===== src/rtl/dac_pkg.sv =====
// Shared definitions for the multi-channel PDM/PWM audio DAC.
package dac_pkg;

  localparam logic DAC_MODE_PDM = 1'b0;
  localparam logic DAC_MODE_PWM = 1'b1;

  // Bit offset of channel k inside a packed PCM frame.
  function automatic int chan_offset(input int k, input int bitdepth);
    return k * bitdepth;
  endfunction

endpackage


===== src/rtl/dac_chan.sv =====
// One output channel: first-order sigma-delta accumulator plus PWM compare,
// both feeding a single registered output bit.
module dac_chan
  import dac_pkg::*;
#(
  parameter int BITDEPTH = 12
) (
  input  logic                clk,
  input  logic                rst_n,
  input  logic [BITDEPTH-1:0] active_pcm,
  input  logic                active_mode,
  input  logic [BITDEPTH-1:0] pwm_cnt,
  input  logic                clr,
  output logic                out
);

  logic [BITDEPTH-1:0] acc_reg;
  logic [BITDEPTH:0]   sum;

  // Only the low bits are kept; the carry is the PDM output bit.
  assign sum = {1'b0, acc_reg} + {1'b0, active_pcm};

  always_ff @(posedge clk or negedge rst_n) begin
    if (!rst_n) begin
      acc_reg <= '0;
      out     <= 1'b0;
    end else begin
      acc_reg <= clr ? '0 : sum[BITDEPTH-1:0];
      out     <= (active_mode == DAC_MODE_PWM) ? (pwm_cnt < active_pcm) : sum[BITDEPTH];
    end
  end

endmodule


===== src/rtl/dac_multi.sv =====
// Multi-channel audio DAC: valid/ready frame buffer committed on each rising
// sample_clock edge, driving one PDM or PWM modulator per channel.
module dac_multi
  import dac_pkg::*;
#(
  parameter int BITDEPTH = 12,
  parameter int CHANNELS = 2
) (
  input  logic                         clk,
  input  logic                         rst_n,
  input  logic                         sample_clock,
  input  logic [CHANNELS*BITDEPTH-1:0] pcm,
  input  logic                         pcm_valid,
  output logic                         pcm_ready,
  input  logic                         mode,
  input  logic                         underrun_clr,
  output logic                         underrun,
  output logic [CHANNELS-1:0]          out
);

  logic                         sample_clock_q_reg;
  logic                         strobe;
  logic                         accept;
  logic                         clr;
  logic                         full_reg;
  logic                         mode_reg;
  logic                         underrun_reg;
  logic [CHANNELS*BITDEPTH-1:0] hold_reg;
  logic [CHANNELS*BITDEPTH-1:0] active_reg;
  logic [BITDEPTH-1:0]          cnt_reg;

  assign strobe    = sample_clock & ~sample_clock_q_reg;
  assign accept    = pcm_valid & ~full_reg;
  // A mode change restarts every modulator from a known phase.
  assign clr       = strobe & (mode != mode_reg);
  assign pcm_ready = ~full_reg;
  assign underrun  = underrun_reg;

  always_ff @(posedge clk or negedge rst_n) begin
    if (!rst_n) begin
      sample_clock_q_reg <= 1'b0;
      full_reg           <= 1'b0;
      hold_reg           <= '0;
      active_reg         <= '0;
      mode_reg           <= DAC_MODE_PDM;
      cnt_reg            <= '0;
      underrun_reg       <= 1'b0;
    end else begin
      sample_clock_q_reg <= sample_clock;
      cnt_reg            <= clr ? '0 : cnt_reg + 1'b1;

      if (accept) hold_reg <= pcm;

      // Full buffer never accepts, so commit and accept are exclusive here.
      if (strobe && full_reg) begin
        active_reg <= hold_reg;
        full_reg   <= 1'b0;
      end else if (accept) begin
        full_reg   <= 1'b1;
      end

      if (strobe) mode_reg <= mode;

      if (strobe && !full_reg) underrun_reg <= 1'b1;
      else if (underrun_clr)   underrun_reg <= 1'b0;
    end
  end

  generate
    for (genvar gi = 0; gi < CHANNELS; gi++) begin : g_chan
      localparam int OFS = chan_offset(gi, BITDEPTH);
      dac_chan #(.BITDEPTH(BITDEPTH)) u_chan (
        .clk         (clk),
        .rst_n       (rst_n),
        .active_pcm  (active_reg[OFS +: BITDEPTH]),
        .active_mode (mode_reg),
        .pwm_cnt     (cnt_reg),
        .clr         (clr),
        .out         (out[gi])
      );
    end
  endgenerate

endmodule


===== config.mk =====
export PLATFORM = sky130hd
export DESIGN_NAME = dac_multi
export DESIGN_NICKNAME = d
export VERILOG_FILES = /design/src/rtl/dac_pkg.sv /design/src/rtl/dac_chan.sv /design/src/rtl/dac_multi.sv
export SDC_FILE = /design/constraint.sdc
export NUM_CORES = 1
export LEC_CHECK = 0
export CAP_MARGIN = 20
export CORE_MARGIN = 4
export CORE_UTILIZATION = 60
export CTS_BUF_LIST = sky130_fd_sc_hd__clkbuf_16
export DETAILED_ROUTE_END_ITERATION = 8
export PLACE_DENSITY = 0.81
export SYNTH_ARGS = -nofsm -noshare
export SYNTH_HDL_FRONTEND = slang
export SYNTH_SLANG_ARGS = --single-unit

===== constraint.sdc =====
create_clock -name clk -period 5.09 [get_ports clk]
set_clock_uncertainty 0.1 [all_clocks]
set_input_delay 1.018 -clock clk [delete_from_list [all_inputs] [get_ports clk]]
set_output_delay 1.018 -clock clk [all_outputs]
set_load 0.02 [all_outputs]

==> out/results.tsv <==
metric	value	unit
outcome	finished, final reports clean	
Detail Route Antenna Nets	0	
multi-input logic area	2440	sq um
Die ar.	9620	sq um
register clock-pin slew on the reported worst setup and hold paths	0.06	ns
Placeable Area	7810	sq um
initial core utilization	62.4	%
minimum clock period	2.73	ns
Worst path max stage delay	0.54	ns
met2 WL	4.50	mm
CP Cell Sequence	clkdlybuf4s50_1 -> nor2b_1 -> and2_1 -> nor2_1 -> a311oi_1 -> o211ai_1	
DRT met1 WL	4.06	mm
Max-Cap Viols	0	
GRT Total Usage	20.3	%
Worst setup EP type	register	
Seq/Total Area, Yosys	46.3	%
Hold WC Path Type	register to register	
Post-Route WL	9.09	mm
max-slew violations	0	
unrepaired setup endpoints after global routing	false	
WL met3	392	um
worst-path fanout max	13	
Synth top area share	46.3	%
final setup fails	0	
Synth async-reset ratio	100	%
nets	551	
Power per Cell Area	626	nW/um^2
Final TNS setup	0	ns
I/O pins	34	
Clock Tree Buf Depth	2	
Core Util, Final	71.3	%
P_leak	2.71	nW
Post-synth EDFFs	0	
CTS tree	built	
DRC	0	
setup ws final	2.36	ns
worst vdd ir	0.293	mV
Chip Width	98.1	um
count leader, synth	dfrtp_1	
Commonest cells post-synth	dfrtp_1, mux2_2, ha_1, nor2_1, inv_1	
main flop type after synthesis	dfrtp_1	
Slew @ Worst Pin	0.776	ns
post-CTS resize count	0	
vias per cell	5.74	
# diodes	0	
Slew HR	48.3	%
Post-Syn Nets	515	
Die Ht	98.1	um
cts bufs inserted	9	
num rows	32	
DRT Pass-1 Iters	4	
antenna violations before repair	0	
Hold Fails Final Rpt	0	
Mapped Area	4870	sq um
top cells by area, synth	dfrtp_1, ha_1, mux2_2	
vias in the first global route	3485	
number of synthesized register bits	90	
first-pass GRT wire length	15.9	mm
synthesis-to-layout area growth	14.4	%
GRT Residual Overflow	0	
DR vias	3320	
layout cells sized above 1	16.0	%
largest net degree at the start of global routing	63	
critical path startpoint category	input port	
Req. time, crit path	5.19	ns
Reg area	2250	sq um
worst slack, placed	1.75	ns
DR WL/cell	15.7	um
Netlist cell types	46	
Worst-Skew Late Latency	0.33	ns
Yosys top cell by area	dfrtp_1	
Sink Count	90	
Initial DRC Count	178	
Slowest cell on crit path	and2_1	
clock root buffer	clkbuf_16	
Max Fclk	0.366	GHz
CTS HTree Levels	3	
Setup CP Type	input port to register	
highest routed layer	met4	
syn_area_per_cell	11.2	sq um
post-detail-place hpwl	6.35	mm
Yosys warning count	0	
Gate Count Post-Synth	436	
ratio of final minimum period to clock period	53.7	%
hold_buf cts	0	
port bufs	33	
layout filler cell count	580	
worst endpoint data arrival time	2.83	ns
Placer Congestion	0.775	
Setup Buffers After CTS	0	
==> placed cells by master (no fill, tap or decap), types with 5 or more instances in the layout <==
cell type,count
clkbuf_16,9
xnor2_1,14
and3_1,5
a211oi_1,5
and2_1,6
nor2_1,40
o21a_1,5
mux2_2,49
a21oi_1,16
nand3_1,12
o21ai_0,6
a21o_1,20
nand2_1,16
dfrtp_1,90
ha_1,47
clkdlybuf4s50_1,32
xor2_1,12
inv_1,33
==> per-stage QoR <==
stage / std cells / power (mW) / hold WS, ns / instance area, sq um
finish: 578 / 3.49 / 0.400 / 5570
floorplan: 436 / 2.52 / 0.371 / 4870
detailed placement: 562 / 2.89 / 0.391 / 5290
global placement: 562 / 2.78 / 0.386 / 5290
CTS: 577 / 3.50 / 0.406 / 5540
global route: 578 / 3.80 / 0.417 / 5570
==> report_power, final <==
group          total [mW]  switching (mW)  internal [mW]
Combinational        1.74           0.908          0.836
Sequential           1.17           0.175          0.997
Clock               0.570           0.250          0.320
==> critical path, delay by kind of cell <==
| kind | cells | cell delay, ns |
|---|---|---|
| AND/OR/NAND/NOR | 3 | 0.94 |
| buffers and inverters | 1 | 0.47 |
| AO/OA/AOI/OAI | 2 | 0.40 |
==> final timing paths <==
| path | start | endpoint | slack, ns | cells past startpoint |
|---|---|---|---|---|
| hold reg to reg | hold_reg[14] | hold_reg[14] | 0.40 | 1 |
| setup reg to reg | active_reg[0] | g_chan[0].u_chan.out | 2.61 | 8 |
| setup / recovery | sample_clock | g_chan[1].u_chan.acc_reg[10] | 2.36 | 6 |
| hold / removal | hold_reg[14] | hold_reg[14] | 0.40 | 1 |
| max in group asynchronous | rst_n | cnt_reg[11] | 3.35 | 2 |
| min in group asynchronous | rst_n | hold_reg[13] | 0.66 | 1 |
==> layout make-up <==
class | instances | share of cell area [%]
Tap cell | 102 | 2.29
Sequential cell | 90 | 40.4
Timing Repair Buffer | 37 | 6.78
Inverter | 31 | 2.09
Clock inverter | 6 | 0.494
Multi-Input combinational cell | 303 | 43.9
Clock buffer | 9 | 4.04
==> cells by family after synthesis <==
family,count (synthesis),share of synthesized area [%]
multiplexers,49,11.3
adder cells (fa/ha/maj),49,12.9
AO/OA/AOI/OAI,72,10.3
XOR/XNOR,26,4.68
flip-flops,90,46.3
buffers and inverters,43,3.62
AND/OR/NAND/NOR,107,10.9
==> layer usage <==
metal  vias to the layer above  global-route usage [%]
met5                         -                       0
met2                        67                    33.3
met3                        12                    4.21
met1                      1636                    26.4
met4                         0                    7.99
li1                       1605                       -
Note: power is estimated with default switching activity, not from simulation.
